### src/rtl/ex_operand_stage.sv
// ID/EX stage register with MEM/WB operand forwarding, load-use stall detection
// and branch flush, feeding the ALU operands and control.
module ex_operand_stage #(
    parameter int DATA_WIDTH     = 32,
    parameter int REG_ADDR_WIDTH = 5,
    parameter int CTRL_WIDTH     = 4
) (
    input  logic                      clk,
    input  logic                      reset,
    input  logic                      id_valid,
    input  logic [REG_ADDR_WIDTH-1:0] id_rs,
    input  logic [REG_ADDR_WIDTH-1:0] id_rt,
    input  logic [REG_ADDR_WIDTH-1:0] id_rd,
    input  logic [DATA_WIDTH-1:0]     id_rs_data,
    input  logic [DATA_WIDTH-1:0]     id_rt_data,
    input  logic [DATA_WIDTH-1:0]     id_imm,
    input  logic                      id_alu_src,
    input  logic [CTRL_WIDTH-1:0]     id_alu_control,
    input  logic                      id_reg_write,
    input  logic                      id_mem_read,
    input  logic                      flush,
    input  logic                      mem_reg_write,
    input  logic [REG_ADDR_WIDTH-1:0] mem_rd,
    input  logic [DATA_WIDTH-1:0]     mem_result,
    input  logic                      wb_reg_write,
    input  logic [REG_ADDR_WIDTH-1:0] wb_rd,
    input  logic [DATA_WIDTH-1:0]     wb_result,
    output logic [DATA_WIDTH-1:0]     data1,
    output logic [DATA_WIDTH-1:0]     data2,
    output logic [CTRL_WIDTH-1:0]     ALUControl,
    output logic                      ex_valid,
    output logic                      ex_reg_write,
    output logic                      ex_mem_read,
    output logic [REG_ADDR_WIDTH-1:0] ex_rd,
    output logic [DATA_WIDTH-1:0]     ex_rt_data,
    output logic                      stall
);

    logic                      vld_p1;
    logic                      reg_write_p1;
    logic                      mem_read_p1;
    logic                      alu_src_p1;
    logic [REG_ADDR_WIDTH-1:0] rs_p1;
    logic [REG_ADDR_WIDTH-1:0] rt_p1;
    logic [REG_ADDR_WIDTH-1:0] rd_p1;
    logic [DATA_WIDTH-1:0]     rs_data_p1;
    logic [DATA_WIDTH-1:0]     rt_data_p1;
    logic [DATA_WIDTH-1:0]     imm_p1;
    logic [CTRL_WIDTH-1:0]     alu_control_p1;
    logic                      bubble;
    logic [DATA_WIDTH-1:0]     rs_fwd;
    logic [DATA_WIDTH-1:0]     rt_fwd;

    // Register 0 is hard-wired, so a write aimed at it never counts as a producer.
    function automatic logic fwd_hit(input logic                      wr,
                                     input logic [REG_ADDR_WIDTH-1:0] dst,
                                     input logic [REG_ADDR_WIDTH-1:0] src);
        return wr && (dst != '0) && (dst == src);
    endfunction

    assign stall = vld_p1 && mem_read_p1 && (rd_p1 != '0) && id_valid &&
                   ((id_rs == rd_p1) || (!id_alu_src && (id_rt == rd_p1)));

    assign bubble = flush || stall;

    // ---- ID -> EX boundary (p1) ----
    always_ff @(posedge clk) begin
        if (reset) begin
            vld_p1         <= 1'b0;
            reg_write_p1   <= 1'b0;
            mem_read_p1    <= 1'b0;
            alu_src_p1     <= 1'b0;
            rs_p1          <= '0;
            rt_p1          <= '0;
            rd_p1          <= '0;
            rs_data_p1     <= '0;
            rt_data_p1     <= '0;
            imm_p1         <= '0;
            alu_control_p1 <= '0;
        end else begin
            vld_p1         <= id_valid && !bubble;
            reg_write_p1   <= id_valid && !bubble && id_reg_write;
            mem_read_p1    <= id_valid && !bubble && id_mem_read;
            alu_src_p1     <= id_alu_src;
            rs_p1          <= id_rs;
            rt_p1          <= id_rt;
            rd_p1          <= id_rd;
            rs_data_p1     <= fwd_hit(wb_reg_write, wb_rd, id_rs) ? wb_result : id_rs_data;
            rt_data_p1     <= fwd_hit(wb_reg_write, wb_rd, id_rt) ? wb_result : id_rt_data;
            imm_p1         <= id_imm;
            alu_control_p1 <= id_alu_control;
        end
    end

    // ---- EX operand select (combinational from p1 plus MEM/WB) ----
    always_comb begin
        rs_fwd = rs_data_p1;
        if (fwd_hit(mem_reg_write, mem_rd, rs_p1)) begin
            rs_fwd = mem_result;
        end else if (fwd_hit(wb_reg_write, wb_rd, rs_p1)) begin
            rs_fwd = wb_result;
        end
        rt_fwd = rt_data_p1;
        if (fwd_hit(mem_reg_write, mem_rd, rt_p1)) begin
            rt_fwd = mem_result;
        end else if (fwd_hit(wb_reg_write, wb_rd, rt_p1)) begin
            rt_fwd = wb_result;
        end
    end

    assign data1        = rs_fwd;
    assign data2        = alu_src_p1 ? imm_p1 : rt_fwd;
    assign ex_rt_data   = rt_fwd;
    assign ALUControl   = alu_control_p1;
    assign ex_valid     = vld_p1;
    assign ex_reg_write = reg_write_p1;
    assign ex_mem_read  = mem_read_p1;
    assign ex_rd        = rd_p1;

endmodule

### config.mk
export PLATFORM = sky130hd
export DESIGN_NAME = ex_operand_stage
export DESIGN_NICKNAME = d
export VERILOG_FILES = /design/src/rtl/ex_operand_stage.sv
export SDC_FILE = /design/constraint.sdc
export NUM_CORES = 1
export LEC_CHECK = 0
export ABC_AREA = 1
export CAP_MARGIN = 20
export CORE_ASPECT_RATIO = 1.1
export CORE_MARGIN = 1.5
export CORE_UTILIZATION = 28
export DETAILED_ROUTE_END_ITERATION = 16
export SLEW_MARGIN = 20
export SYNTH_ARGS = -nofsm -noshare
export SYNTH_HDL_FRONTEND = slang
export SYNTH_SLANG_ARGS = --single-unit
### constraint.sdc
create_clock -name clk -period 4 [get_ports clk]
set_input_delay 0.4 -clock clk [delete_from_list [all_inputs] [get_ports clk]]
set_output_delay 0.4 -clock clk [all_outputs]
set_load 0.05 [all_outputs]
==> results.sh <==
export IMPL_input_output_buffers=306
export IMPL_syn_area_um2=6750
export IMPL_whs_ns=0.491
export IMPL_reg_power_frac=0.310
export IMPL_setup_violations=0
export IMPL_cts_htree_levels=4
export IMPL_asyncSetResetFlopFracSynth=0
export IMPL_start_util=0.286
export IMPL_finalWorstPathRequiredPeriod_ns=3.73
export IMPL_syn_inst=1080
export IMPL_critPathCaptureType="primary output"
export IMPL_area_delta_synth_final_pct=60.4
export IMPL_timing_max_transition_violations_final=0
export IMPL_detail_route_drc_violations=0
export IMPL_cell_area_after_layout_um2=10800
export IMPL_clk_pin_slew_worst_paths_ns=0.06
export IMPL_power_density_nw_per_um2=380
export IMPL_synth_top_cells_by_count="193 x nor2_1, 168 x nand3_1, 160 x inv_1"
export IMPL_synth_enable_flop_cells=0
export IMPL_post_cts_resized=0
export IMPL_cts_tree="done"
export IMPL_rsz0062_at_grt="false"
export IMPL_core_util_final=0.458
export IMPL_hp_class="input port to flop"
export IMPL_placed_cell_area_um2=10200
export IMPL_synth_net_count=1278
export IMPL_max_slew_worst_pin_slew_ns=1.02
export IMPL_cts_buffer_depth=2
export IMPL_track_usage=0.222
export IMPL_fin_setup_tns_ns=0
export IMPL_primary_ff_master_synth="dfxtp_1"
export IMPL_die_height_um=166
export IMPL_clock_fmax_ghz=0.268
export IMPL_detail_route_antenna_nets=0
export IMPL_status="finished, final reports clean"
export IMPL_report_final_hold_viol_count=0
export IMPL_placementRows=59
export IMPL_clk_root_buffer_cell="clkbuf_16"
export IMPL_synth_yosys_seq_area_share=0.353
export IMPL_timing_setup_critical_path_class="input port to primary output"
export IMPL_cts_made_buffers=17
export IMPL_netlist_cell_type_count=26
export IMPL_num_io_pins=307
export IMPL_post_synth_main_area_contributors="dfxtp_1 35%, nand3_1 12%, nor2_1 11%"
export IMPL_synth_top_area_cell="dfxtp_1"
export IMPL_worstSetupStartpointType="input port"
export IMPL_grt_first_pass_wirelength_um=42700
export IMPL_synth_seq_cells=119
export IMPL_vdd_ir_drop_max_uv=273
export IMPL_clock_sinks=119
export IMPL_cts_hold_buffers_added=0
export IMPL_cp_data_arrival_time_ns=3.33
export IMPL_dp_hpwl_um=19800
export IMPL_dr_total_vias=7881
export IMPL_routed_wl_um=28100
export IMPL_timing_max_cap_violations=0
export IMPL_grt_start_max_net_pins=65
export IMPL_clkPwrFrac=0.403
export IMPL_power_switching_share=0.322
export IMPL_synth_most_common_cell="nor2_1"
export IMPL_synthesis_yosys_warnings=0
export IMPL_drt_initial_drc_count=479
export IMPL_power_internal_mw=2.79
export IMPL_timing_final_crit_share=0.931
export IMPL_grt_ovfl_total=0
export IMPL_slew_headroom=0.322
export IMPL_die_area_um2=25000
export IMPL_crit_fanout=33
export IMPL_drt_pass1_iter_count=5
export IMPL_first_global_vias=7710
export IMPL_drt_vias_per_instance=4.72
export IMPL_antenna_found_initial=1
export IMPL_num_antenna_cells=0
export IMPL_combPwrFrac=0.287
export IMPL_p_leak_nw=5.15
export IMPL_core_um2=23600
export IMPL_final_layout_size_suffix_gt1_frac=0.119
export IMPL_die_width_um=151
export IMPL_detail_route_wl_per_cell_um=16.9
export IMPL_switchingPower_mw=1.33
export IMPL_timing_critical_path_required_ns=3.60
export IMPL_clk_insertion_delay_late_ns=0.42
export IMPL_design_final_nets=1548
export IMPL_final_gp_congestion=0.829
export IMPL_average_cell_area_after_synthesis_um2=6.25
export IMPL_final_setup_skew_ns=0.00581
export IMPL_post_cts_buffers=0
export IMPL_synth_top_area_frac=0.353
## cells by family after synthesis
family          Yosys count  share of synthesized area
simple gates            594                      0.395
compound gates          104                     0.0785
buf+inv                 235                      0.137
flops                   119                      0.353
xor+xnor                 28                     0.0364
## per-stage QoR
| step | setup slack, ns | cells | power [mW] |
|---|---|---|---|
| 4_1_cts | 0.271 | 1668 | 4.14 |
| 3_5_place_dp | 0.293 | 1636 | 2.48 |
| 5_1_grt | 0.0609 | 1668 | 4.28 |
| 3_3_place_gp | 0.353 | 1636 | 2.48 |
| 2_1_floorplan | 1.36 | 1080 | 1.93 |
| 6_report | 0.274 | 1668 | 4.11 |
## layout by cell type (no fill, tap or decap), types with 2 or more instances in the layout
cell type | synthesis | routed
clkinv_4 | 0 | 3
nand3_1 | 168 | 166
o21ai_1 | 30 | 30
buf_12 | 0 | 32
clkbuf_1 | 33 | 2
dfxtp_1 | 119 | 118
a21oi_1 | 3 | 3
clkinvlp_4 | 0 | 2
o22ai_1 | 3 | 3
nor2_1 | 193 | 191
inv_2 | 4 | 5
bufinv_16 | 0 | 4
xnor2_1 | 11 | 11
nor3_1 | 5 | 5
nor2_4 | 0 | 4
and2_1 | 32 | 32
nand3_2 | 2 | 4
xor2_1 | 17 | 17
nor3_2 | 3 | 2
o21ai_0 | 67 | 67
nand2_1 | 154 | 154
nor3_4 | 1 | 2
clkinv_2 | 0 | 3
inv_1 | 160 | 160
buf_4 | 0 | 79
clkbuf_16 | 0 | 17
nand4_1 | 32 | 32
clkdlybuf4s50_1 | 0 | 209
## cell type report
type / count / area (um2)
sequential: 119 / 2380
multi-input combinational: 726 / 3480
inverter: 165 / 619
clock inverter: 12 / 176
clock buffer: 20 / 447
timing repair buffer: 321 / 3330
fill: 2445 / 12800
tap: 305 / 382
## final timing paths
check / slack (ns) / to / startpoint / cells after the start
max: 0.27 / data1[0] / wb_rd[2] / 8
min: 0.49 / imm_p1[7] / id_imm[7] / 3
max reg2reg: 2.78 / ex_reg_write / ex_rd[0] / 8
min reg2reg: 0.67 / ex_valid / ex_valid / 5
## sequential cells by signal, indices dropped and copies added, names as in the netlist
signal and flops:
rs_p1 5, ex_reg_write 1, ex_mem_read 1, alu_src_p1 1, ex_valid 1, ex_rd 5, ALUControl 4, imm_p1 32
rt_p1 5, rt_data_p1 32, rs_data_p1 32
## per-layer routing
layer  part of all wire  vias to the layer above  GRT usage
met1               0.42                     3605      0.273
met5            0.00046                        -          0
met2               0.48                      316      0.379
met3              0.079                       33     0.0574
li1                   -                     3925          -
met4              0.019                        2     0.0599
## critical path, cell delays in order
cell and delay, ns:
clkdlybuf4s50_1 0.64, xor2_1 0.16, nor2_4 0.73, nand2_2 0.71
nand2_1 0.22, nand3_1 0.08, o21ai_0 0.18, buf_12 0.19
## power by group through the flow
stage                     clock network [mW]  registers [mW]  logic [mW]
after floorplan                            0            1.32       0.611
final                                   1.66            1.28        1.18
after detailed placement                   0            1.30        1.18
after global routing                    1.74            1.28        1.26
after global placement                     0            1.30        1.18
after CTS                               1.68            1.28        1.18
Power figures use the tool's default switching activity.
